==> config.mk <==
export PLATFORM = sky130hd
export DESIGN_NAME = rand_range_reducer
export DESIGN_NICKNAME = d
export VERILOG_FILES = /design/src/rtl/rand_range_reducer.sv
export SDC_FILE = /design/constraint.sdc
export NUM_CORES = 1
export LEC_CHECK = 0
export BUFFER_PORTS_ARGS = -buffer_cell sky130_fd_sc_hd__buf_2
export CELL_PAD_IN_SITES_DETAIL_PLACEMENT = 1
export CELL_PAD_IN_SITES_GLOBAL_PLACEMENT = 1
export CORE_AREA = 8 8 108 85
export DETAILED_ROUTE_END_ITERATION = 10
export DIE_AREA = 0 0 116 93
export PLACE_DENSITY_LB_ADDON = 0.1
export SYNTH_ARGS = -nofsm -noshare
export SYNTH_HDL_FRONTEND = slang
export SYNTH_SLANG_ARGS = --single-unit
==> constraint.sdc <==
create_clock -name clock -period 3.3 [get_ports clock]
set_input_delay 0.66 -clock clock [delete_from_list [all_inputs] [get_ports clock]]
set_output_delay 0.66 -clock clock [all_outputs]
set_load 0.02 [all_outputs]
==> src/rtl/rand_range_reducer.sv <==
// -----------------------------------------------------------------------------
// rand_range_reducer
//   Reduces a live LFSR word into [0, limit-1] for bounded game picks such as
//   spawn positions and lanes. A request latches the current random word and
//   the bound. A restoring shift-subtract remainder then runs for exactly
//   WIDTH cycles, and the result is presented on a valid/ready handshake.
//   limit==0 passes the captured word through unchanged, with the same latency.
//
//   Optional feature (macro RAND_NO_REPEAT_EN): when a result equals the last
//   delivered value and lim>1, the word is recaptured and the remainder is
//   recomputed. This happens at most MAX_RETRY times per request.
//
// Ports:
//   clock      in   rising-edge system clock
//   reset      in   asynchronous active-low reset
//   rnd_in     in   live random word from the LFSR stage
//   limit      in   exclusive upper bound, sampled with req
//   req        in   request a new bounded value
//   req_ready  out  high only while idle
//   out_value  out  reduced result
//   out_valid  out  result available
//   out_ready  in   consumer accepts the result
// -----------------------------------------------------------------------------
module rand_range_reducer #(
   parameter int WIDTH     = 13,
   parameter int MAX_RETRY = 2
) (
   input  logic             clock,
   input  logic             reset,
   input  logic [WIDTH-1:0] rnd_in,
   input  logic [WIDTH-1:0] limit,
   input  logic             req,
   output logic             req_ready,
   output logic [WIDTH-1:0] out_value,
   output logic             out_valid,
   input  logic             out_ready
);

   localparam int CW = (WIDTH > 1) ? $clog2(WIDTH) : 1;

   typedef enum logic [1:0] {IDLE, CALC, DONE} state_t;

   state_t           state, state_next;
   logic [WIDTH-1:0] dividend;
   logic [WIDTH-1:0] lim;
   logic [WIDTH:0]   rem;        // one spare bit so t never overflows
   logic [CW-1:0]    cnt;
   logic [WIDTH:0]   t;
   logic [WIDTH:0]   rem_step;
   logic             last;
   logic             retry_go;

   // Remainder stays below lim, so the top bit only feeds the compare width.
   logic unused_rem_msb;
   assign unused_rem_msb = rem[WIDTH];

   // One restoring step: shift in the next dividend bit, subtract if it fits.
   assign t        = {rem[WIDTH-1:0], dividend[WIDTH-1]};
   assign rem_step = ((lim != '0) && (t >= {1'b0, lim})) ? (t - {1'b0, lim}) : t;
   assign last     = (cnt == CW'(WIDTH-1));
   assign req_ready = (state == IDLE);

`ifdef RAND_NO_REPEAT_EN
   localparam int RW = (MAX_RETRY > 0) ? $clog2(MAX_RETRY + 1) : 1;

   logic [WIDTH-1:0] prev;
   logic [RW-1:0]    retry;

   // Recompute instead of delivering a repeat, until retries run out.
   assign retry_go = last && (lim > WIDTH'(1)) &&
                     (rem_step[WIDTH-1:0] == prev) && (retry < RW'(MAX_RETRY));
`else
   logic unused_retry_cfg;
   assign unused_retry_cfg = (MAX_RETRY > 0);
   assign retry_go = 1'b0;
`endif

   // State register
   always_ff @(posedge clock or negedge reset) begin
      if (!reset) state <= IDLE;
      else        state <= state_next;
   end

   // Next-state logic
   always_comb begin
      state_next = state;
      case (state)
         IDLE:    if (req) state_next = CALC;
         CALC:    if (last && !retry_go) state_next = DONE;
         DONE:    if (out_ready) state_next = IDLE;
         default: state_next = IDLE;
      endcase
   end

   // Datapath
   always_ff @(posedge clock or negedge reset) begin
      if (!reset) begin
         dividend  <= '0;
         lim       <= '0;
         rem       <= '0;
         cnt       <= '0;
         out_value <= '0;
         out_valid <= 1'b0;
`ifdef RAND_NO_REPEAT_EN
         prev      <= '0;
         retry     <= '0;
`endif
      end else begin
         case (state)
            IDLE: begin
               if (req) begin
                  dividend <= rnd_in;
                  lim      <= limit;
                  rem      <= '0;
                  cnt      <= '0;
               end
            end
            CALC: begin
               if (retry_go) begin
                  dividend <= rnd_in;
                  rem      <= '0;
                  cnt      <= '0;
`ifdef RAND_NO_REPEAT_EN
                  retry    <= retry + RW'(1);
`endif
               end else begin
                  rem      <= rem_step;
                  dividend <= dividend << 1;
                  cnt      <= cnt + CW'(1);
                  if (last) begin
                     out_value <= rem_step[WIDTH-1:0];
                     out_valid <= 1'b1;
`ifdef RAND_NO_REPEAT_EN
                     retry     <= '0;
`endif
                  end
               end
            end
            DONE: begin
               if (out_ready) begin
                  out_valid <= 1'b0;
`ifdef RAND_NO_REPEAT_EN
                  prev      <= out_value;
`endif
               end
            end
            default: ;
         endcase
      end
   end

endmodule

Word level (Yosys, flattened, before mapping)
Index checks and enable logic that the tools add are counted.
{ "op_classes": {"n_mux": 14, "n_eq_ne": 6, "add_sub_neg": 2, "reduce_logical": 10, "n_lt_le_gt_ge": 1} }
{ "ops": {"columns": ["operator", "count"], "rows": [
  ["$pmux 13 s2", 2],
  ["$mux 13", 3],
  ["$ge 14x13->1", 1],
  ["$reduce_bool 13->1", 1],
  ["$sub 13x13->13", 1],
  ["$pmux 4 s2", 1],
  ["$mux 2", 3],
  ["$ne 2x2->1 const B", 3],
  ["$pmux 2 s3", 1],
  ["$reduce_and 2->1", 3],
  ["$reduce_and 3->1", 2],
  ["$add 4x1->4 const B", 1],
  ["$eq 4x4->1 const B", 1],
  ["$mux 4", 1],
  ["$reduce_bool 2->1", 2],
  ["$eq 2x1->1 const B", 1],
  ["$eq 2x2->1 const B", 1],
  ["$logic_not 2->1", 1],
  ["$mux 1", 2],
  ["$pmux 1 s2", 1],
  ["$logic_and 1x1->1", 1]
]} }
{ "totals": {"out_inout_bits": 15, "ff_bits": 59, "word_cells": 40} }

Logic depth before layout (Yosys ltp)
Gate-level depths: netlist of run 1.
{ "logic_depth": {"depth_word": 4, "ltp_mapped": 12, "depth_no_buf": 10} }

Worst setup path after synthesis of run 1
Ideal clock, no wire load.
{ "synth_path": {"kind": "reg-to-reg", "from": "register dividend[12]", "to": "register rem[12]", "synth_period_minus_slack_ns": 2.388, "n_path_buf": 2, "setup_slack_ns": 0.912, "t_arrival_ns": 2.257, "t_required_ns": 3.170, "path_stages_with_launch": 13, "path_cell_list": "dfrtp_1 > inv_1 > ha_1 > inv_1 > fa_1 > a21oi_1 > o211ai_1 > o21ai_1 > a31oi_1 > buf_6 > buf_12 > mux2i_1 > o21ai_1"} }
{ "synth_via": {"elab_chain_len": 4, "word_cells_on_any_way": 5, "classes_between": "add/sub: 1; order compare: 1; mux: 2; reduce/logical: 1"} }
{ "synth_lines": {"columns": ["item", "line", "text"], "rows": [
  ["from (decl)", "44", "logic [WIDTH-1:0] dividend;"],
  ["from (signal assigned)", "112", "dividend <= rnd_in;"],
  ["from (signal assigned)", "120", "dividend <= rnd_in;"],
  ["from (signal assigned)", "128", "dividend <= dividend << 1;"],
  ["$ge 14x13->1", "59", "assign rem_step = ((lim != '0) && (t >= {1'b0, lim})) ? (t - {1'b0, lim}) : t;"],
  ["$logic_and 1x1->1", "59", null],
  ["$mux 13 *", "59", null],
  ["$pmux 13 s2 *", "109", "case (state)"],
  ["to (signal assigned)", "127", "rem <= rem_step;"],
  ["to (decl)", "46", "logic [WIDTH:0] rem;"]
]} }
Every way passes the cells marked *; elsewhere a longest branch is shown, timed or not.
A chain may end at the register's enable or synchronous reset.

Worst setup path in the final report of run 1
{ "layout_path": {"from": "register dividend[12]", "to": "register out_value[6]"} }
{ "layout_via": {"elab_chain_len": 3, "word_cells_on_any_way": 4, "classes_between": "add/sub: 1; order compare: 1; mux: 1; reduce/logical: 1"} }
{ "layout_lines": {"columns": ["item", "line", "text"], "rows": [
  ["$ge 14x13->1", "59", null],
  ["$logic_and 1x1->1", "59", null],
  ["$mux 13 *", "59", null],
  ["to (signal assigned)", "131", "out_value <= rem_step[WIDTH-1:0];"],
  ["to (decl)", "34", "output logic [WIDTH-1:0] out_value,"]
]} }
Marked as above.

==> key figures, run 1 <==
Timing
  • Fin. Hold Viols: 0
  • Maximum clock frequency: 0.355 GHz
  • Worst slew margin: 40.5%
  • Unrepaired setup endpoints after global routing: false
  • Setup TNS: 0 ps
  • Worst-margin pin slew: 892 ps
  • Max-slew violations: 0
  • Clk_skew: 7.94 ps
  • Post-route clock period utilization: 85.3%
  • Setup-failing EPs final: 0
  • Period minus WS final: 2820 ps
  • Worst hold slack: 257 ps

Global route
  • Largest net degree at the start of global routing: 44
  • Vias in the first global route: 2745
  • GRT overflow: 0
  • Initial antenna violation count: 0
  • First-pass GRT wire length: 14400 µm
  • Total GRT Usage: 17.4%

Setup path
  • Worst path required time: 3490 ps
  • Bufs and invs on worst path: 3
  • Crit path max-delay family: compound AO/OA/AOI/OAI gates
  • Worst path slowest cell: fa_1
  • Worst EP arrival: 3000 ps
  • CP max FO: 18
  • CP Cell Sequence: inv_1 -> ha_1 -> inv_1 -> fa_1 -> a21oi_1 -> o211ai_1 -> o21ai_1 -> a31oi_2 -> buf_4 -> mux2i_1 -> o21ai_0
  • CP max stage delay: 410 ps
  • Most common cell on crit path: inv_1
  • Critical path capture point type: register
  • Critical path type: register to register
  • CP startpoint kind: register

Drt
  • Number of routed nets with antenna violations: 0
  • DR vias: 2679
  • Pre-Repair DR Iteration Count: 4
  • Post-route DRC: 0
  • Vias/cell: 5.38
  • Final Routed Wirelength: 8620 µm
  • Initial DRC count: 132
  • WL/cell: 17.3 µm

Yosys
  • Mean post-synth cell area: 9.11 µm²
  • Synth Flop Type: dfrtp_1
  • Register bit total from synthesis: 59
  • Register area share after synthesis: 46.5%
  • Post-synth EDFFs: 0
  • Cell Area, Synth: 0.00318 mm²
  • Post-Syn Instances: 349
  • Area share of the largest cell type after synthesis: 46.5%
  • Biggest area consumer among synthesized cells: dfrtp_1
  • Ys Warns: 0
  • FFs w/ async S/R, synth: 100%
  • Leading post-synthesis cells by cell area: dfrtp_1 46%, ha_1 5.9%, o21ai_0 5.4%
  • Syn nets: 395
  • Post-synthesis cell type count: 52

Clocking
  • CTS Buf Count: 9
  • CTS root buf: clkbuf_8
  • Postcts setup bufs: 0
  • CTS tree: done
  • H-tree lvl count: 3
  • Post-CTS sizing: 0
  • Clock transition at the registers of the reported paths: 70 ps
  • Sink Count: 59
  • Worst-skew pair later-pin latency: 340 ps
  • Hold-fix buffers at CTS: 0
  • Clock Path Buffers: 2

Die
  • DIE HEIGHT: 93 µm
  • Ports: 45
  • Starting density of the core: 42.0%
  • Row count: 28
  • Die area: 0.0108 mm²
  • Core footprint: 0.00757 mm²
  • DIE WIDTH: 116 µm

Final layout
  • Final cell area excluding filler cells: 0.00366 mm²
  • Syn-to-layout area delta: 15.1%
  • Area occupied by multi-input gates: 0.00153 mm²
  • Seq. cell area: 0.00148 mm²
  • N_diodes: 0
  • Layout cells sized above 1: 16.5%
  • Most common cell after layout, fill and taps aside: dfrtp_1
  • Most frequent cells in the layout: 59 x dfrtp_1, 45 x nand2_1, 44 x buf_2
  • Fill count: 898
  • Nets@finish: 435

Placement
  • Dpl cell area: 0.00346 mm²
  • GPL Wtd Cong: 0.793
  • Post-DP HPWL: 6400 µm
  • Port bufs: 44

Run
  • Number of max-cap violations: 0

Hold path
  • Min-delay worst type: input pin to asynchronous set/reset pin

Outcome
  • Status: finished, final reports clean
## synthesized netlist by cell type (all sizes together), types with 3 or more instances
| master | n |
|---|---|
| a21o | 3 |
| a21oi | 7 |
| a31oi | 3 |
| buf | 4 |
| clkbuf | 15 |
| dfrtp | 59 |
| ha | 15 |
| inv | 20 |
| mux2i | 10 |
| nand2 | 46 |
| nand3 | 23 |
| nand3b | 4 |
| nor2 | 31 |
| nor3 | 3 |
| o211ai | 5 |
| o21a | 3 |
| o21ai | 43 |
| o22ai | 12 |
| xnor2 | 3 |
| xor2 | 6 |
## flip-flops by register name, indices dropped and copies added, names as in the netlist
signal     count
cnt            4
rem           13
out_valid      1
lim           13
out_value     13
dividend      13
state          2
## worst paths after layout
| kind | start | slack (ps) | to | cells after the start |
|---|---|---|---|---|
| worst max-delay path | dividend[12] | 480 | out_value[6] | 11 |
| worst min-delay path | reset | 260 | dividend[8] | 1 |
| min in group clock | out_value[4] | 470 | out_value[4] | 2 |
| worst max register to register | dividend[12] | 480 | out_value[6] | 11 |
| max in group asynchronous | reset | 2160 | lim[4] | 2 |
| worst min register to register | out_value[4] | 470 | out_value[4] | 2 |
## routing by layer
metal / track usage, % / part of all wire [%]
met5: 0 / 0
met4: 5.17 / 1.1
met3: 5.54 / 5.8
met2: 22.9 / 39
met1: 26.0 / 54
## cells by family (layout without fill, tap and decap cells)
family	Yosys count	after routing	synth area share, %
fa+ha+maj	16	16	6.54
simple gates	124	124	17.8
compound gates	91	91	17.5
xor+xnor	9	9	2.48
flops	59	59	46.5
mux	11	11	3.62
buf+inv	39	83	5.59
## area by class of cell
type	instances	area share (%)
multi-input combinational	251	41.8
sequential	59	40.4
timing repair buffer	48	6.84
clock buffer	13	4.34
tap	105	3.59
inverter	20	2.05
clock inverter	2	0.958
## stage by stage
| step | util (%) | setup slack, ps | instances |
|---|---|---|---|
| 2_1_floorplan | - | 912 | 349 |
| 5_1_grt | 48.3 | 277 | 498 |
| 4_1_cts | 48.3 | 503 | 498 |
| 3_5_place_dp | 45.8 | 515 | 483 |
| 6_report | 48.3 | 485 | 498 |
| 3_3_place_gp | 45.8 | 691 | 483 |
Power of run 1 is not shown: default switching activity piles up to over one toggle a cycle in this logic, so the estimate is an artifact.
==> run 2, diff against run 1 <==
Settings changed: BUFFER_PORTS_ARGS -buffer_cell sky130_fd_sc_hd__buf_2 to not set, CORE_AREA 8 8 108 85 to 8 8 103 82, DIE_AREA 0 0 116 93 to 0 0 111 90, DONT_BUFFER_PORTS set to 1.
==> run 2 against run 1 <==
Register-to-register slack improved by 40 ps. Cell count fell by 12%. Critical endpoint is now out_value[12]. First-iteration DRC count fell by 19%. Worst setup slack improved by 42 ps. Sequential share of layout area rose by 2.1 points. Worst hold slack got worse by 89 ps.
==> key figures, run 2 (synthesized netlist as in run 1, its figures left out) <==
Drt
  • Vias/cell: 5.54 (was 5.38)
  • Post-route DRC: 0 (unchanged)
  • Number of routed nets with antenna violations: 0 (unchanged)
  • Initial DRC count: 107 (was 132)
  • DR vias: 2426 (was 2679)
  • Final Routed Wirelength: 8190 µm (was 8620 µm)
  • WL/cell: 18.7 µm (was 17.3 µm)
  • Pre-Repair DR Iteration Count: 4 (unchanged)

Setup path
  • Critical path type: register to register (unchanged)
  • Worst EP arrival: 2980 ps (was 3000 ps)
  • CP startpoint kind: register (unchanged)
  • CP max FO: 18 (unchanged)
  • Worst path required time: 3500 ps (was 3490 ps)
  • Critical path capture point type: register (unchanged)

Hold path
  • Min-delay worst type: input pin to asynchronous set/reset pin (unchanged)

Clocking
  • Worst-skew pair later-pin latency: 340 ps (about the same)
  • Postcts setup bufs: 0 (unchanged)
  • CTS root buf: clkbuf_8 (unchanged)
  • CTS tree: done (unchanged)
  • Clock transition at the registers of the reported paths: 70 ps (about the same)
  • Sink Count: 59 (unchanged)
  • Clock Path Buffers: 2 (unchanged)
  • H-tree lvl count: 3 (unchanged)
  • CTS Buf Count: 9 (unchanged)

Global route
  • Vias in the first global route: 2490 (was 2745)
  • First-pass GRT wire length: 13800 µm (was 14400 µm)
  • Largest net degree at the start of global routing: 57 (was 44)
  • Initial antenna violation count: 0 (unchanged)
  • Total GRT Usage: 17.3% (was 17.4%)
  • GRT overflow: 0 (unchanged)

Final layout
  • Syn-to-layout area delta: 9.45% (was 15.1%)
  • Most common cell after layout, fill and taps aside: dfrtp_1 (unchanged)
  • Fill count: 802 (was 898)
  • Seq. cell area: 0.00148 mm² (unchanged)
  • Most frequent cells in the layout: 59 x dfrtp_1, 45 x nand2_1, 34 x o21ai_0 (was 59 x dfrtp_1, 45 x nand2_1, 44 x buf_2)
  • N_diodes: 0 (unchanged)
  • Layout cells sized above 1: 6.55% (was 16.5%)
  • Nets@finish: 392 (was 435)
  • Filler-free cell count of the finished design: 438 (was 498)
  • Area occupied by multi-input gates: 0.00153 mm² (unchanged)

Placement
  • Port bufs: 0 (was 44)
  • GPL Wtd Cong: 0.803 (was 0.793)
  • Post-DP HPWL: 5930 µm (was 6400 µm)
  • Placed insts: 420 (was 483)

Timing
  • Setup-failing EPs final: 0 (unchanged)
  • Maximum clock frequency: 0.361 GHz (was 0.355 GHz)
  • Period minus WS final: 2770 ps (was 2820 ps)
  • Post-route clock period utilization: 84.0% (was 85.3%)
  • Fin. Hold Viols: 0 (unchanged)
  • Clk_skew: 10.5 ps (was 7.94 ps)
  • Unrepaired setup endpoints after global routing: false (unchanged)
  • Setup TNS: 0 ps (unchanged)
  • Worst slew margin: 42.3% (was 40.5%)
  • Worst-margin pin slew: 866 ps (was 892 ps)
  • Max-slew violations: 0 (unchanged)

Die
  • Starting density of the core: 45.9% (was 42.0%)
  • DIE HEIGHT: 90 µm (was 93 µm)
  • DIE WIDTH: 111 µm (was 116 µm)
  • Row count: 27 (was 28)
  • Die area: 0.00999 mm² (was 0.0108 mm²)
  • Core footprint: 0.00693 mm² (was 0.00757 mm²)
  • Ports: 45 (unchanged)

Outcome
  • Status: finished, final reports clean (unchanged)

Run
  • Number of max-cap violations: 0 (unchanged)
run 2: cell types whose count changed in the layout (fill, tap and decap cells not counted), sizes merged:
cell         delta
buf            -44
bufinv          +1
clkinvlp        +1
clkbuf          -1
dlygate4sd3     +1
run 2: cell type report:
cell class                      instances  area share (%)
Multi-Input combinational cell        251            44.0
Sequential cell                        59            42.4
Clock buffer                           12            4.46
Tap cell                               87            3.13
Inverter                               20            2.16
Clock inverter                          4            2.09
Timing Repair Buffer                    5            1.73
run 2: final timing paths:
| kind | start | end | slack, ps | cells past startpoint |
|---|---|---|---|---|
| setup reg to reg | dividend[12] | out_value[12] | 530 | 11 |
| hold / removal | reset | out_valid | 170 | 1 |
| hold reg to reg | dividend[9] | dividend[9] | 500 | 2 |
| max in group asynchronous | reset | lim[12] | 2430 | 1 |
| setup / recovery | dividend[12] | out_value[12] | 530 | 11 |
| min in group clock | out_ready | state[1] | 420 | 1 |
run 2: critical path: stages, from the launching register on:
cell	delay [ps]
dfrtp_1	370
inv_1	110
ha_1	180
inv_1	60
fa_1	390
a21oi_1	210
o211ai_1	250
o21ai_1	290
a31oi_2	120
buf_4	250
mux2i_1	320
o21ai_1	90
run 2: timing repair:
item,4_1_cts,5_1_grt
resized for setup,0,0
setup endpoints to repair,0,0
hold buffers,2,0
hold endpoints to repair,56,0
run 2: layer usage:
layer	vias up	global-route usage (%)	wire [µm]
met5	-	0	0
met4	0	4.71	64
met3	8	7.10	575
met2	45	21.4	2980
met1	1152	26.1	4570
li1	1221	-	-
run 2: through the flow:
stage / hold slack (ps) / area (µm²) / utilization [%] / worst slack [ps]
final: 168 / 3480 / 50.2 / 526
after global routing: 174 / 3480 / 50.2 / 260
after CTS: 171 / 3480 / 50.2 / 528
after detailed placement: 366 / 3210 / 46.4 / 537
after global placement: 366 / 3210 / 46.4 / 637
after floorplan: 364 / 3180 / - / 912
Power of run 2 is left out for the same reason.
